===== config.mk =====
export PLATFORM = sky130hd
export DESIGN_NAME = program_sequencer_flat
export DESIGN_NICKNAME = d
export VERILOG_FILES = /design/src/rtl/program_sequencer_if.sv /design/src/rtl/program_sequencer.sv /design/src/flat_wrapper.sv
export SDC_FILE = /design/constraint.sdc
export NUM_CORES = 1
export LEC_CHECK = 0
export ABC_AREA = 1
export BUFFER_PORTS_ARGS = -buffer_cell sky130_fd_sc_hd__clkbuf_2
export CAP_MARGIN = 25
export CORE_MARGIN = 2
export CORE_UTILIZATION = 29
export CTS_CLUSTER_SIZE = 10
export DETAILED_ROUTE_END_ITERATION = 12
export MAX_ROUTING_LAYER = met4
export SETUP_SLACK_MARGIN = 0.4
export SLEW_MARGIN = 20
export SYNTH_ARGS = -nofsm -noshare
export SYNTH_HDL_FRONTEND = slang
export SYNTH_SLANG_ARGS = --single-unit

===== constraint.sdc =====
create_clock -name clk -period 1.9 [get_ports clk]
set_input_delay 0.38 -clock clk [delete_from_list [all_inputs] [get_ports clk]]
set_output_delay 0.38 -clock clk [all_outputs]
set_load 0.005 [all_outputs]

===== src/rtl/program_sequencer_if.sv =====
// Program-load and issue bus between the sequencer and its host/core array.
// The master side loads RAM and starts/stops runs; the slave side is the sequencer.
interface program_sequencer_if #(
  parameter int ADDR_W = 5
) ();
  logic              prog_we;
  logic [ADDR_W-1:0] prog_addr;
  logic [15:0]       prog_data;
  logic              start;
  logic              stop;
  logic [15:0]       opcode;
  logic              execute;
  logic              busy;
  logic              done;
  logic [ADDR_W-1:0] pc;

  modport master (
    output prog_we, prog_addr, prog_data, start, stop,
    input  opcode, execute, busy, done, pc
  );

  modport slave (
    input  prog_we, prog_addr, prog_data, start, stop,
    output opcode, execute, busy, done, pc
  );
endinterface


===== src/rtl/program_sequencer.sv =====
// Instruction fetch/issue stage: steps through a small program RAM and drives the
// shared opcode/execute bus, resolving LDC/DJNZ/HALT locally.
//
// state | meaning
// IDLE  | waiting for start; RAM writable; execute low
// RUN   | one fetch per cycle; busy high
module program_sequencer #(
  parameter int DEPTH  = 32,
  parameter int LOOP_W = 8,
  parameter int ADDR_W = $clog2(DEPTH)
) (
  input logic                clk,
  input logic                rst_n,
  program_sequencer_if.slave bus
);
  typedef enum logic {S_IDLE, S_RUN} state_t;

  state_t            state_q, state_d;
  logic [15:0]       mem [DEPTH];
  logic [ADDR_W-1:0] pc_q, pc_d;
  logic [LOOP_W-1:0] loop_q, loop_d;
  logic [15:0]       opcode_q, opcode_d;
  logic              exec_q, exec_d;
  logic              done_q, done_d;
  logic [15:0]       word;
  logic              is_halt, is_ldc, is_djnz, taken, at_end, finish;

  assign word    = mem[pc_q];
  assign is_halt = (word[15:12] == 4'b1001);
  assign is_ldc  = (word[15:12] == 4'b1010);
  assign is_djnz = (word[15:12] == 4'b1011);
  assign taken   = is_djnz && (loop_q > LOOP_W'(1));
  assign at_end  = (pc_q == ADDR_W'(DEPTH - 1));
  // A taken branch from the last word is still honoured; anything else there ends the run.
  assign finish  = is_halt || (at_end && !taken);

  always_ff @(posedge clk) begin
    if (bus.prog_we && state_q == S_IDLE) begin
      mem[bus.prog_addr] <= bus.prog_data;
    end
  end

  always_ff @(posedge clk or negedge rst_n) begin
    if (!rst_n) begin
      state_q  <= S_IDLE;
      pc_q     <= '0;
      loop_q   <= '0;
      opcode_q <= 16'h0000;
      exec_q   <= 1'b0;
      done_q   <= 1'b0;
    end else begin
      state_q  <= state_d;
      pc_q     <= pc_d;
      loop_q   <= loop_d;
      opcode_q <= opcode_d;
      exec_q   <= exec_d;
      done_q   <= done_d;
    end
  end

  always_comb begin
    state_d = state_q;
    case (state_q)
      S_IDLE:  if (bus.start) state_d = S_RUN;
      S_RUN:   if (bus.stop || finish) state_d = S_IDLE;
      default: state_d = S_IDLE;
    endcase
  end

  always_comb begin
    pc_d     = pc_q;
    loop_d   = loop_q;
    opcode_d = opcode_q;
    exec_d   = 1'b0;
    done_d   = 1'b0;
    if (state_q == S_IDLE) begin
      if (bus.start) pc_d = '0;
    end else if (bus.stop) begin
      pc_d = '0;
    end else begin
      opcode_d = word;
      exec_d   = !(is_halt || is_ldc || is_djnz);
      if (is_ldc)  loop_d = word[LOOP_W-1:0];
      if (is_djnz) loop_d = taken ? loop_q - LOOP_W'(1) : '0;
      pc_d = taken ? word[ADDR_W-1:0] : pc_q + ADDR_W'(1);
      if (finish) begin
        pc_d   = '0;
        done_d = 1'b1;
      end
    end
  end

  assign bus.opcode  = opcode_q;
  assign bus.execute = exec_q;
  assign bus.busy    = (state_q == S_RUN);
  assign bus.done    = done_q;
  assign bus.pc      = pc_q;
endmodule


===== src/flat_wrapper.sv =====
// flat-port wrapper written by rule: the top's interface ports become plain ports
module program_sequencer_flat 
#(
  parameter int DEPTH  = 32,
  parameter int LOOP_W = 8,
  parameter int ADDR_W = $clog2(DEPTH)
)
  (clk, rst_n, bus_prog_we, bus_prog_addr, bus_prog_data, bus_start, bus_stop, bus_opcode, bus_execute, bus_busy, bus_done, bus_pc);
  program_sequencer_if #(.ADDR_W(ADDR_W)) bus_i ();
  input logic clk;
  input logic rst_n;
  input wire logic [$bits(bus_i.prog_we)-1:0] bus_prog_we;
  input wire logic [$bits(bus_i.prog_addr)-1:0] bus_prog_addr;
  input wire logic [$bits(bus_i.prog_data)-1:0] bus_prog_data;
  input wire logic [$bits(bus_i.start)-1:0] bus_start;
  input wire logic [$bits(bus_i.stop)-1:0] bus_stop;
  output wire logic [$bits(bus_i.opcode)-1:0] bus_opcode;
  output wire logic [$bits(bus_i.execute)-1:0] bus_execute;
  output wire logic [$bits(bus_i.busy)-1:0] bus_busy;
  output wire logic [$bits(bus_i.done)-1:0] bus_done;
  output wire logic [$bits(bus_i.pc)-1:0] bus_pc;
  assign bus_i.prog_we = bus_prog_we;
  assign bus_i.prog_addr = bus_prog_addr;
  assign bus_i.prog_data = bus_prog_data;
  assign bus_i.start = bus_start;
  assign bus_i.stop = bus_stop;
  assign bus_opcode = bus_i.opcode;
  assign bus_execute = bus_i.execute;
  assign bus_busy = bus_i.busy;
  assign bus_done = bus_i.done;
  assign bus_pc = bus_i.pc;
  program_sequencer #(.DEPTH(DEPTH), .LOOP_W(LOOP_W), .ADDR_W(ADDR_W)) u_core (.clk(clk), .rst_n(rst_n), .bus(bus_i));
endmodule

==> metrics <==
crit path DAT 2.84 ns; unrepaired setup endpoints after global routing yes; Vias 15230; critical path class reg -> reg; Final Cycle Share 120.8%; Hold Fails Final Rpt 0; synthesized area 22030 um2; Clock Path Buffers 3; Synth Flop Type edfxtp_1; Setup crit end kind flop; Clock Tree Root clkbuf_16; worst-skew pair later-pin latency 0.63 ns; Vias/cell 5.022; nets@finish 2030; Seq/Total Area, Yosys 73.41%; crit-path cells buf_12 -> buf_12 -> buf_16 -> nand2_2 -> nand3_2 -> nand3_2 -> nand2_2 -> nand2_2 -> nand3_2 -> nand2_2 -> nand2_4 -> inv_4 -> nand3_4 -> buf_8 -> nand2_2 -> nand3_2 -> o21bai_4; first drt pass iteration count 7; total core area 75570 um2; Clock Skew 0.03044 ns; first-pass GRT wire length 95150 um; IO buf count 49; Post-synth EDFFs 512; Clock Sinks 544; P&R area growth vs syn 31.53%; initial antenna violation count 2; antenna viol nets, final 0; most numerous cell on the critical path nand2_2; crit-path leading delay family simple AND/OR/NAND/NOR gates; unique cell type count in the Yosys netlist 30; Clock transition at path regs 0.06 ns; outcome finished, violations left; hold slack final 0.1883 ns; setup TNS -8.336 ns; endpoints failing setup 32; DR iter-0 viols 1576; Worst-Margin Slew 0.7982 ns; Hold Path Class in -> async; WP data required 2.44 ns; ys async rst share 5.882%; hpwl dp 37790 um; static leakage 0.01009 uW; fmax 0.4357 GHz; routed len/inst 21.14 um; Die H 279.6 um; num ports 50; layout cells sized above 1 25.65%; CTS buffer count 61; fin crit period 2.295 ns; Total GRT Usage 16.71%; maximum fanout along the worst path 6; Max stage delay on crit path 0.54 ns; Yosys Warn Count 0; Routed Wire Length 64100 um; gpl congestion 0.9170; setup ws final -0.3949 ns; CTS tree done; P per Cell Area 1177 nW/um2; DP Worst Slack -0.5379 ns; crit path max-delay cell type dfrtp_4; max cap viols 0; failing checks setup timing; fill cell count 6961; Remaining Overflow, GRT 0; Die X 279.6 um; Util after Layout 38.35%; Initial Utilization 29.16%; startpoint types flop; Synth Area per Inst 12.37 um2; Slew HR 46.79%; Max Slew Vio Count 0; Synthesized Nets 1811; post-synthesis register bit count 544; pin count of the biggest net entering global routing 52; Residual DRC 0; die area 78200 um2; Synth Instances 1781; H-tree levels 2; WP buf/inv 5; vias in the first global route 15030; worst vdd ir 0.7749 mV; FP Rows 101
## Yosys cell counts, types with 13 or more instances
cell type	n	area [um2]
a21oi_1	13	65.06
buf_2	53	265.3
buf_4	13	97.59
clkbuf_1	29	108.9
dfrtp_1	32	800.8
edfxtp_1	512	15370
inv_1	20	75.07
mux2i_1	16	160.2
nand2_1	388	1456
nand3_1	272	1361
nor2_1	178	668.1
o211ai_1	31	232.7
o21ai_0	92	460.4
o21ai_1	26	130.1
o221ai_1	22	192.7
o22ai_1	31	193.9
## metrics by stage
step / std cells / area [um2] / power [uW]
2_1_floorplan: 1781 / 22460 / 18360
3_3_place_gp: 2863 / 25320 / 21060
3_5_place_dp: 2863 / 25320 / 21150
4_1_cts: 3024 / 28530 / 33640
5_1_grt: 3031 / 28980 / 35470
6_report: 3032 / 28980 / 34120
## state kept, by name (all words and copies together), names as in the netlist
name	count
u_core.mem	512
u_core.bus.done	1
u_core.bus.opcode	16
u_core.bus.busy	1
u_core.bus.pc	5
u_core.loop_q	8
u_core.bus.execute	1
## timing repair
| item | in CTS | in global routing |
|---|---|---|
| hold buffers | 2 | 0 |
| resized for setup | 179 | 100 |
| endpoints found under the hold margin | 18 | 0 |
| buffers inserted | 26 | 4 |
| endpoints found under the setup margin | 568 | 568 |
| pin swaps | 59 | 36 |
| cloned | 19 | 1 |
## kinds of logic after synthesis
family                   share of synthesized area [%]
multiplexers                                    0.7268
XOR/XNOR                                        0.2783
flip-flops                                       73.41
AND/OR/NAND/NOR                                  15.90
adder cells (fa/ha/maj)                         0.2272
buffers and inverters                            3.163
AO/OA/AOI/OAI                                    6.292
## layer usage
metal | global-route usage (%) | vias to the layer above | share of wire (%)
met5 | - | - | 0
met1 | 21.31 | 7592 | 43
met2 | 26.53 | 598 | 47
met3 | 3.495 | 123 | 6.5
met4 | 5.636 | 0 | 3.3
li1 | - | 6914 | -
## worst paths after layout
path / from / end / slack, ns / depth (start not counted)
min in group clk: bus_prog_data[15] / u_core.mem[26][15] / 0.31 / 2
worst max-delay path: u_core.bus.pc[0] / u_core.bus.pc[0] / -0.39 / 17
worst min register to register: u_core.bus.opcode[13] / u_core.bus.opcode[13] / 0.50 / 2
worst min-delay path: rst_n / u_core.bus.pc[2] / 0.19 / 2
max in group asynchronous: rst_n / u_core.loop_q[7] / 1.11 / 3
worst max register to register: u_core.bus.pc[0] / u_core.bus.pc[0] / -0.39 / 17
## report_power, final
group | switching (uW) | total, uW | leakage (uW) | internal, uW
clock | 4470 | 10700 | 0.000858 | 6220
sequential | 335 | 13800 | 0.00499 | 13500
combinational | 5540 | 9620 | 0.00424 | 4070
total | 10300 | 34100 | 0.0101 | 23800
## placed cells by master, fill, tap and decap left out, drive strengths merged
cell           n
diode          3
clkbuf       159
inv           26
o221ai        22
o211ai        31
buf          214
nand2        389
dfrtp         32
a21oi         13
dlygate4sd3    2
ha             4
a31oi          8
a211oi         1
clkinv         5
nand3        272
o21ai        118
o21a           1
xor2           4
o21bai         5
edfxtp       512
o22ai         31
mux2i         16
bufbuf         3
o2111ai        1
nor2         179
xnor2          3
## cell type report
cell class	instances	area (um2)	share of cell area, %
antenna	3	7.507	0.02590
clock buffer	110	1773	6.118
clock inverter	4	22.52	0.07771
inverter	27	131.4	0.4533
multi-input combinational	1098	6146	21.21
sequential	544	16190	55.86
tap	978	1224	4.222
timing repair buffer	268	3488	12.04
Note: power is estimated with default switching activity, not from simulation.
